### config.mk
export PLATFORM = sky130hd
export DESIGN_NAME = pu_rf_wb_arb
export DESIGN_NICKNAME = d
export VERILOG_FILES = /design/src/rtl/pu_rf_wb_arb.sv
export SDC_FILE = /design/constraint.sdc
export NUM_CORES = 1
export LEC_CHECK = 0
export BUFFER_PORTS_ARGS = -buffer_cell sky130_fd_sc_hd__buf_2
export CAP_MARGIN = 20
export CORE_MARGIN = 5
export CORE_UTILIZATION = 40
export DETAILED_ROUTE_END_ITERATION = 8
export GPL_ROUTABILITY_DRIVEN = 0
export PLACE_DENSITY = 0.68
export SYNTH_ARGS = -nofsm -noshare
export SYNTH_HDL_FRONTEND = slang
export SYNTH_SLANG_ARGS = --single-unit
### constraint.sdc
create_clock -name clk -period 5.9 [get_ports clk]
set_clock_uncertainty 0.2 [all_clocks]
set_input_delay 0.885 -clock clk [delete_from_list [all_inputs] [get_ports clk]]
set_output_delay 0.885 -clock clk [all_outputs]
set_load 0.005 [all_outputs]
### src/rtl/pu_rf_wb_arb.sv
// pu_rf_wb_arb: merges ALU results and queued load responses onto the
// register-file write port, with a per-register pending scoreboard.
// Ports: clk, rst_n (async, active-low); ALU in: alu_valid/alu_waddr/
// alu_data; load: ld_issue/ld_issue_waddr, ld_rsp_valid/ld_rsp_ready/
// ld_rsp_waddr/ld_rsp_data; issue: rd_addr0/rd_addr1 -> hazard;
// write port: wr/waddr/din; status: alu_stall, lq_count, lq_full,
// proto_err. Define PU_RF_WB_STARVE_EN to build the starvation counter.
module pu_rf_wb_arb #(
  parameter int WIDTH        = 32,
  parameter int DEPTH_NBITS  = 5,
  parameter int LQ_NBITS     = 2,
  parameter int STARVE_LIMIT = 4
) (
  input  logic                   clk,
  input  logic                   rst_n,
  input  logic                   alu_valid,
  input  logic [DEPTH_NBITS-1:0] alu_waddr,
  input  logic [WIDTH-1:0]       alu_data,
  input  logic                   ld_issue,
  input  logic [DEPTH_NBITS-1:0] ld_issue_waddr,
  input  logic                   ld_rsp_valid,
  output logic                   ld_rsp_ready,
  input  logic [DEPTH_NBITS-1:0] ld_rsp_waddr,
  input  logic [WIDTH-1:0]       ld_rsp_data,
  input  logic [DEPTH_NBITS-1:0] rd_addr0,
  input  logic [DEPTH_NBITS-1:0] rd_addr1,
  output logic                   hazard,
  output logic                   alu_stall,
  output logic                   wr,
  output logic [DEPTH_NBITS-1:0] waddr,
  output logic [WIDTH-1:0]       din,
  output logic [LQ_NBITS:0]      lq_count,
  output logic                   lq_full,
  output logic                   proto_err
);

  localparam int NREG = 1 << DEPTH_NBITS;
  localparam int LQD  = 1 << LQ_NBITS;

  logic [DEPTH_NBITS-1:0] qa_mem [LQD];
  logic [WIDTH-1:0]       qd_mem [LQD];

  logic [LQ_NBITS:0]      cnt_q, cnt_d;
  logic [LQ_NBITS-1:0]    wp_q, rp_q;
  logic [NREG-1:0]        pend_q, pend_d;
  logic                   wr_q, wr_d;
  logic [DEPTH_NBITS-1:0] waddr_q, waddr_d;
  logic [WIDTH-1:0]       din_q, din_d;
  logic                   err_q, err_d;
  logic                   stall_q;

  logic                   push, pop, alu_win;
  logic                   empty, avail;
  logic [DEPTH_NBITS-1:0] head_a;
  logic [WIDTH-1:0]       head_d;

  // Only a full count sets the top bit.
  assign lq_full      = cnt_q[LQ_NBITS];
  assign ld_rsp_ready = !lq_full;
  assign lq_count     = cnt_q;
  assign push         = ld_rsp_valid & ld_rsp_ready;
  assign empty        = (cnt_q == '0);
  // An empty queue bypasses the incoming response as its head.
  assign avail        = !empty | push;
  assign head_a       = empty ? ld_rsp_waddr : qa_mem[rp_q];
  assign head_d       = empty ? ld_rsp_data  : qd_mem[rp_q];

  always_comb begin
    pop     = 1'b0;
    alu_win = 1'b0;
`ifdef PU_RF_WB_STARVE_EN
    if (stall_q & avail)
      pop = 1'b1;
    else if (alu_valid & !stall_q)
      alu_win = 1'b1;
    else if (avail)
      pop = 1'b1;
`else
    if (alu_valid)
      alu_win = 1'b1;
    else if (avail)
      pop = 1'b1;
`endif
  end

  always_comb begin
    wr_d    = alu_win | pop;
    waddr_d = waddr_q;
    din_d   = din_q;
    if (alu_win) begin
      waddr_d = alu_waddr;
      din_d   = alu_data;
    end else if (pop) begin
      waddr_d = head_a;
      din_d   = head_d;
    end
    cnt_d = cnt_q + (LQ_NBITS+1)'(push)
                  - (LQ_NBITS+1)'(pop);
    // Set after clear so a same-cycle issue keeps the bit.
    pend_d = pend_q;
    if (pop)
      pend_d[head_a] = 1'b0;
    if (ld_issue)
      pend_d[ld_issue_waddr] = 1'b1;
    err_d = err_q
          | (ld_rsp_valid & !ld_rsp_ready)
          | (alu_win & pend_q[alu_waddr])
          | (pop & !pend_q[head_a]);
`ifdef PU_RF_WB_STARVE_EN
    err_d = err_d | (alu_valid & stall_q);
`endif
  end

  always_ff @(posedge clk or negedge rst_n) begin
    if (!rst_n) begin
      cnt_q   <= '0;
      wp_q    <= '0;
      rp_q    <= '0;
      pend_q  <= '0;
      wr_q    <= 1'b0;
      waddr_q <= '0;
      din_q   <= '0;
      err_q   <= 1'b0;
    end else begin
      cnt_q   <= cnt_d;
      wp_q    <= wp_q + LQ_NBITS'(push);
      rp_q    <= rp_q + LQ_NBITS'(pop);
      pend_q  <= pend_d;
      wr_q    <= wr_d;
      waddr_q <= waddr_d;
      din_q   <= din_d;
      err_q   <= err_d;
    end
  end

  always_ff @(posedge clk) begin
    if (push) begin
      qa_mem[wp_q] <= ld_rsp_waddr;
      qd_mem[wp_q] <= ld_rsp_data;
    end
  end

`ifdef PU_RF_WB_STARVE_EN
  localparam int SW = $clog2(STARVE_LIMIT + 1);
  logic [SW-1:0] sc_q, sc_d;
  logic          stall_d;

  // Counts ALU wins over a waiting queue; at the limit it forces
  // exactly one pop on the following cycle.
  always_comb begin
    sc_d    = sc_q;
    stall_d = 1'b0;
    if (pop | !avail)
      sc_d = '0;
    else if (alu_win)
      sc_d = sc_q + SW'(1);
    if (sc_d == SW'(STARVE_LIMIT)) begin
      stall_d = 1'b1;
      sc_d    = '0;
    end
  end

  always_ff @(posedge clk or negedge rst_n) begin
    if (!rst_n) begin
      sc_q    <= '0;
      stall_q <= 1'b0;
    end else begin
      sc_q    <= sc_d;
      stall_q <= stall_d;
    end
  end
`else
  assign stall_q = 1'b0;
`endif

  assign alu_stall = stall_q;
  assign wr        = wr_q;
  assign waddr     = waddr_q;
  assign din       = din_q;
  assign proto_err = err_q;
  assign hazard    = pend_q[rd_addr0] | pend_q[rd_addr1]
                   | (wr_q & ((waddr_q == rd_addr0)
                            | (waddr_q == rd_addr1)));

endmodule
== Word level (Yosys, flattened, before mapping) ==
Memory sizes are Yosys's and may differ from the RTL's.
Cells that the tools add are included.
Widths: inputs -> output; s select.
Storage, ports and cells
  bits in latches: 0
  bits in writable memories: 148
  register bits after elaboration: 78
  bits of input ports: 94
  memories: 2
  memory bits (read-only): 0
Memory list
  qd_mem: depth 4, bits a word 32, read ports 1, clocked after memory_dff 0, write ports 1, RTL line 41  | logic [WIDTH-1:0] qd_mem [LQD];
  qa_mem: depth 4, bits a word 5, read ports 1, clocked after memory_dff 0, write ports 1, RTL line 40  | logic [DEPTH_NBITS-1:0] qa_mem [LQD];
Operators by class
  reductions and logical operators: 7
  shifts and indexed selects: 0
  add/sub/neg operators: 4
  bitwise operators: 16
  multipliers: 0
  mux-type cells: 25
  div/mod/pow operators: 0
  magnitude comparators: 7
  equal/unequal tests: 2
Operator list (count)
  $mux 32: 5
  $and 32x32->32: 1
  $not 32->32: 1
  $or 32x32->32: 1
  $lt 5x6->1 const B: 5
  $bmux 1 s5: 4
  $mux 5: 3
  $mux 1: 11
  $demux 1 s5: 2
  $eq 5x5->1: 2
  $ge 5x1->1 const B: 2
  $or 1x1->1: 8
  $and 1x1->1: 5
  $add 2x1->2: 2
  $add 3x1->3: 1
  $logic_not 1->1: 3
  $logic_not 3->1: 1
  $sub 3x1->3: 1
  $logic_and 1x1->1: 2
  $reduce_bool 2->1: 1

== Longest topological paths before layout ==
  depth in word-level cells: 11
  depth in mapped cells: 9
  gate-level depth less buffers: 8

== Worst setup path after synthesis ==
Ideal clock, no wire load.
  kind: input to register
  start: input ld_rsp_valid
  end: memory qa_mem[1][0] (enable)
  arrival time: 3.741 ns
  buffers on the path: 0
  cell stages on the path: 2
  setup slack: 1.474 ns
  path through: nand2_1 nor3b_1
On the way
  word-level cells in the longest chain between the ends: 3
Ends and longest elaborated chain
  from (decl): RTL line 21  | input logic ld_rsp_valid,
  $and 1x1->1: RTL line 61  | assign push = ld_rsp_valid & ld_rsp_ready;
  $mux 1: RTL line 137  | if (push) begin
  $mux 1 (implied by the code): RTL line 138  | qa_mem[wp_q] <= ld_rsp_waddr;
  to (decl): RTL line 40
Every way passes these cells.

== Final worst setup path ==
  start: input rd_addr0[0]
  end: output hazard
On the way
  word-level cells in the longest chain between the ends: 4
Ends and longest elaborated chain
  from (decl): RTL line 25  | input logic [DEPTH_NBITS-1:0] rd_addr0,
  $bmux 1 s5 or $eq 5x5->1 (tied branches): RTL line 181, 182
  $mux 1 (implied by the code) or $or 1x1->1 (tied branches): RTL line 181, 183
  $or 1x1->1 or $and 1x1->1 (tied branches): RTL line 181, 182
  $or 1x1->1 *: RTL line 182  | | (wr_q & ((waddr_q == rd_addr0)
  to (decl): RTL line 27  | output logic hazard,
Every way passes the cells marked *; elsewhere a longest branch is shown, timed or not. The select of a mux whose other input is x is not followed.

==> results.yml <==
run_status:
  outcome: "completed"
synth:
  synth_nets: 760
  synth-seq-cells: 226
  synth_top_area_cell: "edfxtp_1"
  synthFlopType: "edfxtp_1"
  synth_edf_count: 148
  ys_seq_area_frac: 0.631
  async_reset_ff_frac: 0.345
  synthCells: 663
  synth_area_leaders: "edfxtp_1 (44%), dfrtp_1 (19%), mux4_2 (14%)"
  synth_top_area_frac: 0.439
  synthDistinctLibCells: 48
  avgSynthCellArea_um2: 15.3
  synth_area_um2: 10100
  yosysWarnings: 0
timing:
  fin_crit_ns: 3.61
  setup_viol: 0
  finalCritPeriodShare: 0.611
  rsz0062_at_grt: "no"
  report.final.slew_viol_count: 0
  hold_violations: 0
  worst_pin_slew_ns: 1.01
  max_freq_mhz: 277
  max_slew_margin: 0.326
  final.setup.tns_ns: 0
detailed_routing:
  wl_met2_mm: 12.0
  wirelength_mm: 25.1
  wl_met1_mm: 10.3
  drcViolationCount: 0
  viasPerCell: 5.73
  route.met3.wl_mm: 2.10
  firstDrtPassIters: 6
  vias: 6566
  initialDrtViolationCount: 569
  top_layer: "met5"
  antenna_left: 0
  wl_per_cell_um: 21.9
clock_network:
  clock_sinks: 226
  hold_buffers: 0
  cts-buffers-inserted: 24
  post_cts_buffers: 0
  clock-root-buffer: "clkbuf_16"
  cts-resized-gates: 0
  cts_htree_levels: 1
  clk_path_buf_depth: 3
  cts_tree: "done"
  clk_latency_ns: 0.50
  clkTransAtPathRegs_ns: 0.06
grt:
  first_global_vias: 6739
  grt_max_degree: 79
  grt_usage: 0.173
  grt_pass1_wl_mm: 39.0
  grt-ovfl-total: 0
  antenna_found_initial: 5
pwr:
  ir_drop_mv: 0.234
  fin_total_pwr_mw: 5.92
  leakage_nw: 4.48
  power_density_nw_per_um2: 494
run:
  maxCapViolCount: 0
worst_setup_path:
  crit_arrival_ns: 2.52
  cp-end-kind: "primary output"
  startpoint_type: "input port"
  cp.required_ns: 4.82
  crit_fanout: 9
  path_class: "in -> out"
place:
  dp_hpwl_mm: 16.5
  port_buffers: 138
  post_dp_cell_area_um2: 11100
layout:
  num-fill-cells: 2161
  nets: 893
  multiInputGateArea_um2: 3530
  fin_util: 0.479
  finalInstanceArea_um2: 12000
  regArea_um2: 6400
  final_cell_mix: "edfxtp_1 (148), buf_2 (137), nand2_1 (89)"
  drive_above_1_share: 0.339
  final_common_cell: "edfxtp_1"
  syn2layout_area_growth_pct: 18.4
floorplan:
  pin_count: 140
  die_x_um: 169
  die-area_um2: 28600
  coreArea_um2: 25000
  start_util: 0.405
  die_h_um: 169
  rows: 58
hold_path:
  hold_class: "in -> async"
==> area by class of cell <==
type	instances	area share
sequential	226	0.533
clock inverter	13	0.0123
antenna	1	0.000209
inverter	8	0.00250
multi-input combinational	388	0.294
tap	330	0.0344
clock buffer	31	0.0565
timing repair buffer	148	0.0662
==> flip-flops by register name (all words and copies together) (netlist names) <==
signal and count:
din 32, lq_count 3, pend_q 32, proto_err 1
qa_mem 20, qd_mem 128, rp_q 2, waddr 5
wp_q 2, wr 1
==> stage by stage <==
stage	setup slack (ns)	std cells	hold slack (ns)
after detailed placement	2.27	1097	0.290
after floorplan	1.47	663	0.280
after global routing	2.22	1145	0.0578
after global placement	2.32	1097	0.287
final	2.29	1145	0.0546
after CTS	2.25	1141	0.308
==> critical path, stage by stage <==
cell and delay [ns]:
buf_2 0.24, mux4_2 0.54, mux4_2 0.48, mux2i_1 0.14, nand3_1 0.09, buf_2 0.13
==> cell families after synthesis <==
kind of cell    synth area share
compound gates             0.106
xor+xnor                  0.0130
fa+ha+maj                0.00445
buf+inv                   0.0230
flops                      0.631
mux                        0.166
other cells             0.000370
simple gates              0.0560
==> metal layers <==
layer,vias to the layer above,GRT usage
met5,-,0
met4,8,0.0494
met3,64,0.0408
met2,298,0.282
met1,3296,0.236
li1,2900,-
==> power by group <==
part | switching, mW | internal [mW]
Sequential | 0.453 | 2.08
Combinational | 0.916 | 0.938
Clock | 0.592 | 0.944
Total | 1.96 | 3.96
==> Yosys cell counts (2+ instances only) <==
library cell and instances:
edfxtp_1 148, nand2_1 89, dfrtp_1 78, o21ai_0 69, mux4_2 65, a21oi_1 34
a221o_1 33, clkbuf_1 22, mux2i_1 11, buf_2 9, xnor2_1 9, inv_1 8
nand3b_1 8, a211oi_1 6, nand3_1 6, nor2_1 6, xor2_1 6, nor3_1 5
a22oi_1 4, buf_4 4, buf_1 3, buf_6 3, mux2_2 3, or3_1 3
a311o_1 2, a32o_1 2, and2_1 2, ha_1 2, mux4_1 2, o22ai_1 2
or3b_2 2
==> path summary, 6_finish.rpt <==
| check | startpoint | end | slack [ns] | cells after the start |
|---|---|---|---|---|
| min in group clk | din[30]$_DFFE_PN0P_ | din[30]$_DFFE_PN0P_ | 0.31 | 1 |
| worst min register to register | din[30]$_DFFE_PN0P_ | din[30]$_DFFE_PN0P_ | 0.31 | 1 |
| max in group asynchronous | rst_n | pend_q[20]$_DFF_PN0_ | 4.84 | 2 |
| worst max-delay path | rd_addr0[0] | hazard | 2.29 | 6 |
| worst min-delay path | rst_n | din[2]$_DFFE_PN0P_ | 0.05 | 1 |
| worst max register to register | lq_count[2]$_DFF_PN0_ | proto_err$_DFF_PN0_ | 2.56 | 6 |
No activity file was read; power rests on OpenSTA's default activity.
